`src/rtl/router_pkg.sv`:
```
// Shared types and helpers for the multi-channel mesh path streamer.
package router_pkg;

   typedef enum logic [2:0] {
      ST_IDLE,
      ST_ARB,
      ST_GEN,
      ST_SEND,
      ST_DONE
   } state_t;

   localparam logic MODE_XY   = 1'b0;
   localparam logic MODE_YX   = 1'b1;
   localparam logic SLOT_FILL = 1'b1;

   function automatic int unsigned clog2(input int unsigned v);
      int unsigned r;
      r = 0;
      while ((64'd1 << r) < 64'(v)) r++;
      return r;
   endfunction

   // Index width that never collapses to zero bits.
   function automatic int unsigned id_width(input int unsigned n);
      return (n > 1) ? clog2(n) : 1;
   endfunction

endpackage

```
`src/rtl/rr_arbiter.sv`:
```
// Combinational round-robin pick: first requester at or after ptr wins.
module rr_arbiter
   import router_pkg::*;
#(
   parameter int unsigned NUM_CH = 4
) (
   input  logic [NUM_CH-1:0]           req,
   input  logic [id_width(NUM_CH)-1:0] ptr,
   output logic [NUM_CH-1:0]           grant,
   output logic [id_width(NUM_CH)-1:0] idx,
   output logic                        any
);

   localparam int unsigned ID_W = id_width(NUM_CH);

   logic [2*NUM_CH-1:0] req_rot;
   logic                found;
   int unsigned         sel;

   assign req_rot = {req, req} >> ptr;

   always_comb begin
      grant = '0;
      idx   = '0;
      found = 1'b0;
      sel   = 0;
      for (int unsigned k = 0; k < NUM_CH; k++) begin
         if (!found && req_rot[k]) begin
            found = 1'b1;
            sel   = 32'(ptr) + k;
            if (sel >= NUM_CH) sel = sel - NUM_CH;
            idx   = ID_W'(sel);
            grant = NUM_CH'(1) << sel;
         end
      end
      any = |req;
   end

endmodule

```
`src/rtl/router_path_streamer.sv`:
```
// Multi-channel mesh route walker: arbitrates requests, walks XY/YX paths and
// packs LANES coordinates per AXI-stream beat.
module router_path_streamer
   import router_pkg::*;
#(
   parameter int unsigned NUM_CH = 4,
   parameter int unsigned ADDR_W = 10,
   parameter int unsigned LANES  = 4,
   parameter int unsigned DATA_W = 64
) (
   input  logic                         clk,
   input  logic                         rst_n,
   input  logic [NUM_CH-1:0]            router_start_req,
   input  logic [NUM_CH*ADDR_W-1:0]     router_scr_addr,
   input  logic [NUM_CH*ADDR_W-1:0]     router_dst_addr,
   input  logic [NUM_CH-1:0]            router_mode,
   output logic [NUM_CH-1:0]            router_busy,
   output logic [NUM_CH-1:0]            router_done,
   output logic [DATA_W-1:0]            s_axis_tdata,
   output logic                         s_axis_tvalid,
   input  logic                         s_axis_tready,
   output logic                         s_axis_tlast,
   output logic [id_width(NUM_CH)-1:0]  s_axis_tid
);

   localparam int unsigned TID_W   = id_width(NUM_CH);
   localparam int unsigned HALF    = ADDR_W / 2;
   localparam int unsigned SLOT_W  = DATA_W / LANES;
   localparam int unsigned LANE_W  = id_width(LANES);
   localparam int unsigned MAX_LEN = 2 * ((32'd1 << HALF) - 1) + 1;
   localparam int unsigned HOP_W   = clog2(MAX_LEN + 1);

   state_t              state;
   logic [NUM_CH-1:0]   busy;
   logic [ADDR_W-1:0]   pend_src [NUM_CH];
   logic [ADDR_W-1:0]   pend_dst [NUM_CH];
   logic [NUM_CH-1:0]   pend_mode;
   logic [TID_W-1:0]    rr_ptr;
   logic [NUM_CH-1:0]   cur_oh;
   logic [ADDR_W-1:0]   cur;
   logic [ADDR_W-1:0]   dst_r;
   logic                mode_r;
   logic [LANE_W-1:0]   lane;
   logic [HOP_W-1:0]    hop;

   logic [NUM_CH-1:0]   cap;
   logic [NUM_CH-1:0]   clr;
   logic [NUM_CH-1:0]   arb_grant;
   logic [TID_W-1:0]    arb_idx;
   logic                arb_any;
   logic                accept;
   logic                at_dst;
   logic                path_end;
   logic                lane_full;
   logic [HALF-1:0]     nx, ny;
   logic [ADDR_W-1:0]   nxt_cur;

   assign router_busy = busy;
   assign accept      = (state == ST_SEND) && s_axis_tready;
   // A channel finishing this cycle still counts as busy for its own requests.
   assign cap = router_start_req & ~busy & ~({NUM_CH{state == ST_DONE}} & cur_oh);
   assign clr = {NUM_CH{accept && s_axis_tlast}} & cur_oh;

   assign at_dst    = (cur == dst_r);
   assign path_end  = at_dst || (hop == HOP_W'(MAX_LEN - 1));
   assign lane_full = (lane == LANE_W'(LANES - 1));

   rr_arbiter #(
      .NUM_CH (NUM_CH)
   ) u_arb (
      .req   (busy),
      .ptr   (rr_ptr),
      .grant (arb_grant),
      .idx   (arb_idx),
      .any   (arb_any)
   );

   function automatic logic [HALF-1:0] toward(input logic [HALF-1:0] a, input logic [HALF-1:0] b);
      return (a < b) ? a + HALF'(1) : a - HALF'(1);
   endfunction

   // One hop toward dst in the selected dimension order; holds once at dst.
   always_comb begin
      nx = cur[HALF-1:0];
      ny = cur[ADDR_W-1:HALF];
      case (mode_r)
         MODE_XY: begin
            if (cur[HALF-1:0] != dst_r[HALF-1:0])
               nx = toward(cur[HALF-1:0], dst_r[HALF-1:0]);
            else if (cur[ADDR_W-1:HALF] != dst_r[ADDR_W-1:HALF])
               ny = toward(cur[ADDR_W-1:HALF], dst_r[ADDR_W-1:HALF]);
         end
         MODE_YX: begin
            if (cur[ADDR_W-1:HALF] != dst_r[ADDR_W-1:HALF])
               ny = toward(cur[ADDR_W-1:HALF], dst_r[ADDR_W-1:HALF]);
            else if (cur[HALF-1:0] != dst_r[HALF-1:0])
               nx = toward(cur[HALF-1:0], dst_r[HALF-1:0]);
         end
      endcase
      nxt_cur = {ny, nx};
   end

   // Per-channel request capture and busy tracking.
   always_ff @(posedge clk or negedge rst_n) begin
      if (!rst_n) begin
         busy      <= '0;
         pend_mode <= '0;
         for (int i = 0; i < NUM_CH; i++) begin
            pend_src[i] <= '0;
            pend_dst[i] <= '0;
         end
      end else begin
         busy <= (busy | cap) & ~clr;
         for (int i = 0; i < NUM_CH; i++) begin
            if (cap[i]) begin
               pend_src[i]  <= router_scr_addr[i*ADDR_W +: ADDR_W];
               pend_dst[i]  <= router_dst_addr[i*ADDR_W +: ADDR_W];
               pend_mode[i] <= router_mode[i];
            end
         end
      end
   end

   // Service FSM with registered stream outputs.
   always_ff @(posedge clk or negedge rst_n) begin
      if (!rst_n) begin
         state         <= ST_IDLE;
         rr_ptr        <= '0;
         cur_oh        <= '0;
         cur           <= '0;
         dst_r         <= '0;
         mode_r        <= MODE_XY;
         lane          <= '0;
         hop           <= '0;
         s_axis_tdata  <= '0;
         s_axis_tvalid <= 1'b0;
         s_axis_tlast  <= 1'b0;
         s_axis_tid    <= '0;
         router_done   <= '0;
      end else begin
         router_done <= '0;
         case (state)
            ST_IDLE: begin
               if ((|busy) || (|cap)) state <= ST_ARB;
            end
            ST_ARB: begin
               if (arb_any) begin
                  cur          <= pend_src[arb_idx];
                  dst_r        <= pend_dst[arb_idx];
                  mode_r       <= pend_mode[arb_idx];
                  cur_oh       <= arb_grant;
                  s_axis_tid   <= arb_idx;
                  rr_ptr       <= (arb_idx == TID_W'(NUM_CH - 1)) ? '0 : arb_idx + TID_W'(1);
                  lane         <= '0;
                  hop          <= '0;
                  s_axis_tdata <= {DATA_W{SLOT_FILL}};
                  state        <= ST_GEN;
               end else begin
                  state <= ST_IDLE;
               end
            end
            ST_GEN: begin
               s_axis_tdata[32'(lane)*SLOT_W +: SLOT_W] <= SLOT_W'(cur);
               cur <= nxt_cur;
               hop <= hop + HOP_W'(1);
               if (path_end || lane_full) begin
                  s_axis_tvalid <= 1'b1;
                  s_axis_tlast  <= path_end;
                  state         <= ST_SEND;
               end else begin
                  lane <= lane + LANE_W'(1);
               end
            end
            ST_SEND: begin
               if (s_axis_tready) begin
                  s_axis_tvalid <= 1'b0;
                  if (s_axis_tlast) begin
                     router_done <= cur_oh;
                     state       <= ST_DONE;
                  end else begin
                     lane         <= '0;
                     s_axis_tdata <= {DATA_W{SLOT_FILL}};
                     state        <= ST_GEN;
                  end
               end
            end
            ST_DONE: begin
               state <= ((|busy) || (|cap)) ? ST_ARB : ST_IDLE;
            end
            default: state <= ST_IDLE;
         endcase
      end
   end

endmodule
```
`config.mk`:
```
export PLATFORM = sky130hd
export DESIGN_NAME = router_path_streamer
export DESIGN_NICKNAME = d
export VERILOG_FILES = /design/src/rtl/router_pkg.sv /design/src/rtl/rr_arbiter.sv /design/src/rtl/router_path_streamer.sv
export SDC_FILE = /design/constraint.sdc
export NUM_CORES = 1
export LEC_CHECK = 0
export CAP_MARGIN = 20
export CORE_MARGIN = 5
export CORE_UTILIZATION = 35
export DETAILED_ROUTE_END_ITERATION = 10
export HOLD_SLACK_MARGIN = 0.05
export PLACE_DENSITY_LB_ADDON = 0.12
export SETUP_SLACK_MARGIN = 0.3
export SYNTH_ARGS = -nofsm -noshare
export SYNTH_HDL_FRONTEND = slang
export SYNTH_SLANG_ARGS = --single-unit
```
`constraint.sdc`:
```
create_clock -name clk -period 6.3 [get_ports clk]
set_clock_uncertainty 0.1 [all_clocks]
set_input_delay 1.575 -clock clk [delete_from_list [all_inputs] [get_ports clk]]
set_output_delay 1.575 -clock clk [all_outputs]
set_load 0.005 [all_outputs]
```
==> impl_metrics.yaml <==
outcome:
  outcome: "finished clean"
synth:
  synth_area_leaders: "dfrtp_1 (51%), mux2_2 (11%), mux2i_1 (4.8%), ha_1 (4.3%), a21oi_1 (3.7%)"
  synth-edff-count: 0
  ys_seq_area_share_pct: 51.21
  synthDistinctLibCells: 55
  yosys_warnings: 0
  async_flop_share_pct: 100.0
  synth_area_per_cell_um2: 10.90
  syn-cell-area_mm2: 0.008698
  netlist_instances: 798
  ys.flop_type: "dfrtp_1"
  synth_area_leader_cell: "dfrtp_1"
  ys_seq_elements: 178
  synth_top_area_share_pct: 51.21
  syn-num-nets: 921
critical_path:
  required_ns: 6.55
  start_kind: "input port"
  crit_slowest_cell: "a21oi_1"
  crit_path_max_fanout: 10
  crit_type: "in -> reg"
  cp-endpoint: "s_axis_tdata[50]"
  cpPeakStageDelay_ns: 0.66
  critPathArrivalTime_ns: 3.71
  cp-startpoint: "s_axis_tready"
  reg2reg_depth: 12
  path_depth: 8
  crit_path_frequent_cell: "a21oi_1"
  rr_startpoint: "cur[6]"
  critical-path-top-delay-family: "compound AO/OA/AOI/OAI gates"
  worstPathCellList: "clkdlybuf4s50_1 -> inv_1 -> o21ai_0 -> nand2_1 -> a21oi_1 -> o21a_1 -> nor2_1 -> a21oi_1"
  rr_endpoint: "cur[8]"
  reg2reg_slack_ns: 2.85
  critPathBufInv: 2
  crit_path_end_kind: "flop"
clocking:
  htreeDepth: 4
  post-cts-setup-buffers: 0
  cts_tree: "yes"
  cts_sinks: 178
  clock-root-buffer: "clkbuf_16"
  cts_buffers: 17
  ctsHoldBuffers: 0
  clkTransAtPathRegs_ns: 0.07
  ctsResizeCount: 0
  clock_latency_ns: 0.43
  clockBufferDepth: 2
sta:
  hold_slack_ns: 0.3933
  rsz0062_at_grt: "false"
  max_freq_mhz: 289.5
  hold_viol: 0
  tns_ns: 0
  finalSetupViolCount: 0
  setup_ws_ns: 2.845
  relSlewSlack_pct: 27.43
  finalCritPeriodShare_pct: 54.84
  worstMarginPinSlew_ns: 1.086
  final_max_slew_viol_count: 0
  fin_crit_ns: 3.455
floorplan:
  pin_count: 167
  start_util_pct: 35.66
  die_h_um: 167.6
  die_w_um: 167.6
  coreArea_mm2: 0.02439
  die_area_mm2: 0.02810
  num_rows: 57
routing:
  drt-met1-wl_mm: 10.42
  topRoutingLayerUsed: "met4"
  first_pass_iters: 5
  drt_wl_total_mm: 22.30
  dr_wl_met2_mm: 10.52
  vias: 6296
  met3_length_mm: 1.101
  drc: 0
  viasPerCell: 4.965
  wire_per_inst_um: 17.59
  ant_nets: 0
  drtIter0Drc: 452
place:
  placed_cell_area_mm2: 0.01051
  placed_cells_incl_taps: 1234
  pre_cts_ws_ns: 2.332
  gp_congestion: 0.7980
  port_buffers: 166
  dpl.hpwl_mm: 15.56
layout:
  layout.nets: 1054
  stdcell_count: 1268
  regArea_mm2: 0.004454
  diodes: 0
  multi_input_area_mm2: 0.003835
  stdcell_area_mm2: 0.01112
  layout_commonest_cell: "dfrtp_1"
  area_growth_pct: 27.85
  fillers: 2370
  layout_common_cells: "dfrtp_1 (178), clkdlybuf4s50_1 (165), mux2_2 (86)"
  drive_gt1_share_pct: 14.62
pwr:
  p_leak_uw: 0.004687
  p_int_uw: 3499
  p_switching_uw: 2219
  comb_power_share_pct: 45.3
  clkPwrFrac_pct: 18.3
  max-vdd-ir-drop_mv: 0.2090
  powerDensity_mw_per_mm2: 514.1
  p_sw_share_pct: 38.81
  power_frac_seq_pct: 36.4
global_routing:
  grt_pass1_wl_mm: 35.75
  grt.total_usage_pct: 15.88
  grt_max_degree: 94
  grt_pass1_vias: 6579
  antenna_found_initial: 0
  grt_overflow: 0
job:
  drv_cap: 0
worst_hold_path:
  hp-start: "dst_r[2]"
  hp-class: "reg -> reg"
==> routing by layer <==
metal | global-route usage (%) | vias up
met2 | 25.70 | 158
met4 | 3.776 | 0
li1 | - | 3043
met5 | 0 | -
met3 | 3.371 | 24
met1 | 21.97 | 3071
==> cells in the mapped netlist, drive strengths merged, types with 2 or more instances <==
| cell type | n |
|---|---|
| xor2 | 4 |
| xnor2 | 5 |
| nor2 | 85 |
| o21a | 5 |
| o221ai | 14 |
| buf | 32 |
| nand4 | 2 |
| o21ai | 18 |
| nand3 | 8 |
| fa | 2 |
| nor2b | 10 |
| ha | 30 |
| a211oi | 2 |
| a22oi | 2 |
| a21boi | 3 |
| dfrtp | 178 |
| and3 | 3 |
| mux2 | 86 |
| mux2i | 42 |
| a21oi | 64 |
| nor3b | 2 |
| and2 | 7 |
| nand2 | 83 |
| clkbuf | 28 |
| nor3 | 3 |
| inv | 26 |
| or3 | 2 |
| nand2b | 5 |
| a31oi | 4 |
| a21o | 5 |
| o22ai | 8 |
| a222oi | 4 |
| mux4 | 2 |
| o22a | 4 |
| nor4b | 3 |
| and4b | 2 |
==> registers in the layout (all words and copies together), names as in the netlist, 2 cells and up <==
register,flops
cur,10
cur_oh,4
dst_r,10
hop,6
lane,2
pend_dst,40
pend_mode,4
pend_src,40
router_busy,4
router_done,4
rr_ptr,2
s_axis_tdata,44
s_axis_tid,2
state,3
==> cell families after synthesis <==
| kind of cell | synth area share, % |
|---|---|
| multiplexers | 16.48 |
| XOR/XNOR | 0.9061 |
| buffers and inverters | 5.006 |
| adder cells (fa/ha/maj) | 4.776 |
| AO/OA/AOI/OAI | 10.47 |
| AND/OR/NAND/NOR | 11.15 |
| flip-flops | 51.21 |
==> power by group through the flow <==
stage	clock network, µW	logic, µW	registers (µW)
2_1_floorplan	0	1910	1920
3_3_place_gp	0	2580	2100
3_5_place_dp	0	2630	2110
4_1_cts	1080	2640	2080
5_1_grt	1120	2900	2160
6_report	1050	2590	2080
==> through the flow <==
stage	util, %	total power [µW]
after floorplan	-	3830
after global placement	43.10	4685
after detailed placement	43.10	4737
after CTS	45.47	5798
after global routing	45.59	6182
final	45.59	5718
==> tightest hold or removal path, cell delays in order (launching register included) <==
cell,delay [ns]
dfrtp_1,0.34
nand2_1,0.05
o221ai_1,0.06
==> worst min-delay path by stage <==
stage	endpoint	slack [ns]	depth (start not counted)
final	dst_r[2]	0.39	2
after global routing	pend_dst[11]	0.42	1
after CTS	dst_r[2]	0.40	2
after detailed placement	dst_r[2]	0.38	2
after global placement	dst_r[2]	0.38	2
after floorplan	dst_r[1]	0.36	2
==> layout make-up <==
| type | instances | area share [%] |
|---|---|---|
| inverters | 26 | 0.8776 |
| multi-input cells | 534 | 34.48 |
| well taps | 324 | 3.645 |
| flip-flops and latches | 178 | 40.05 |
| clock inverters | 14 | 1.249 |
| repair buffers | 174 | 15.74 |
| clock buffers | 18 | 3.949 |
Note: power is estimated with default switching activity, not from simulation.
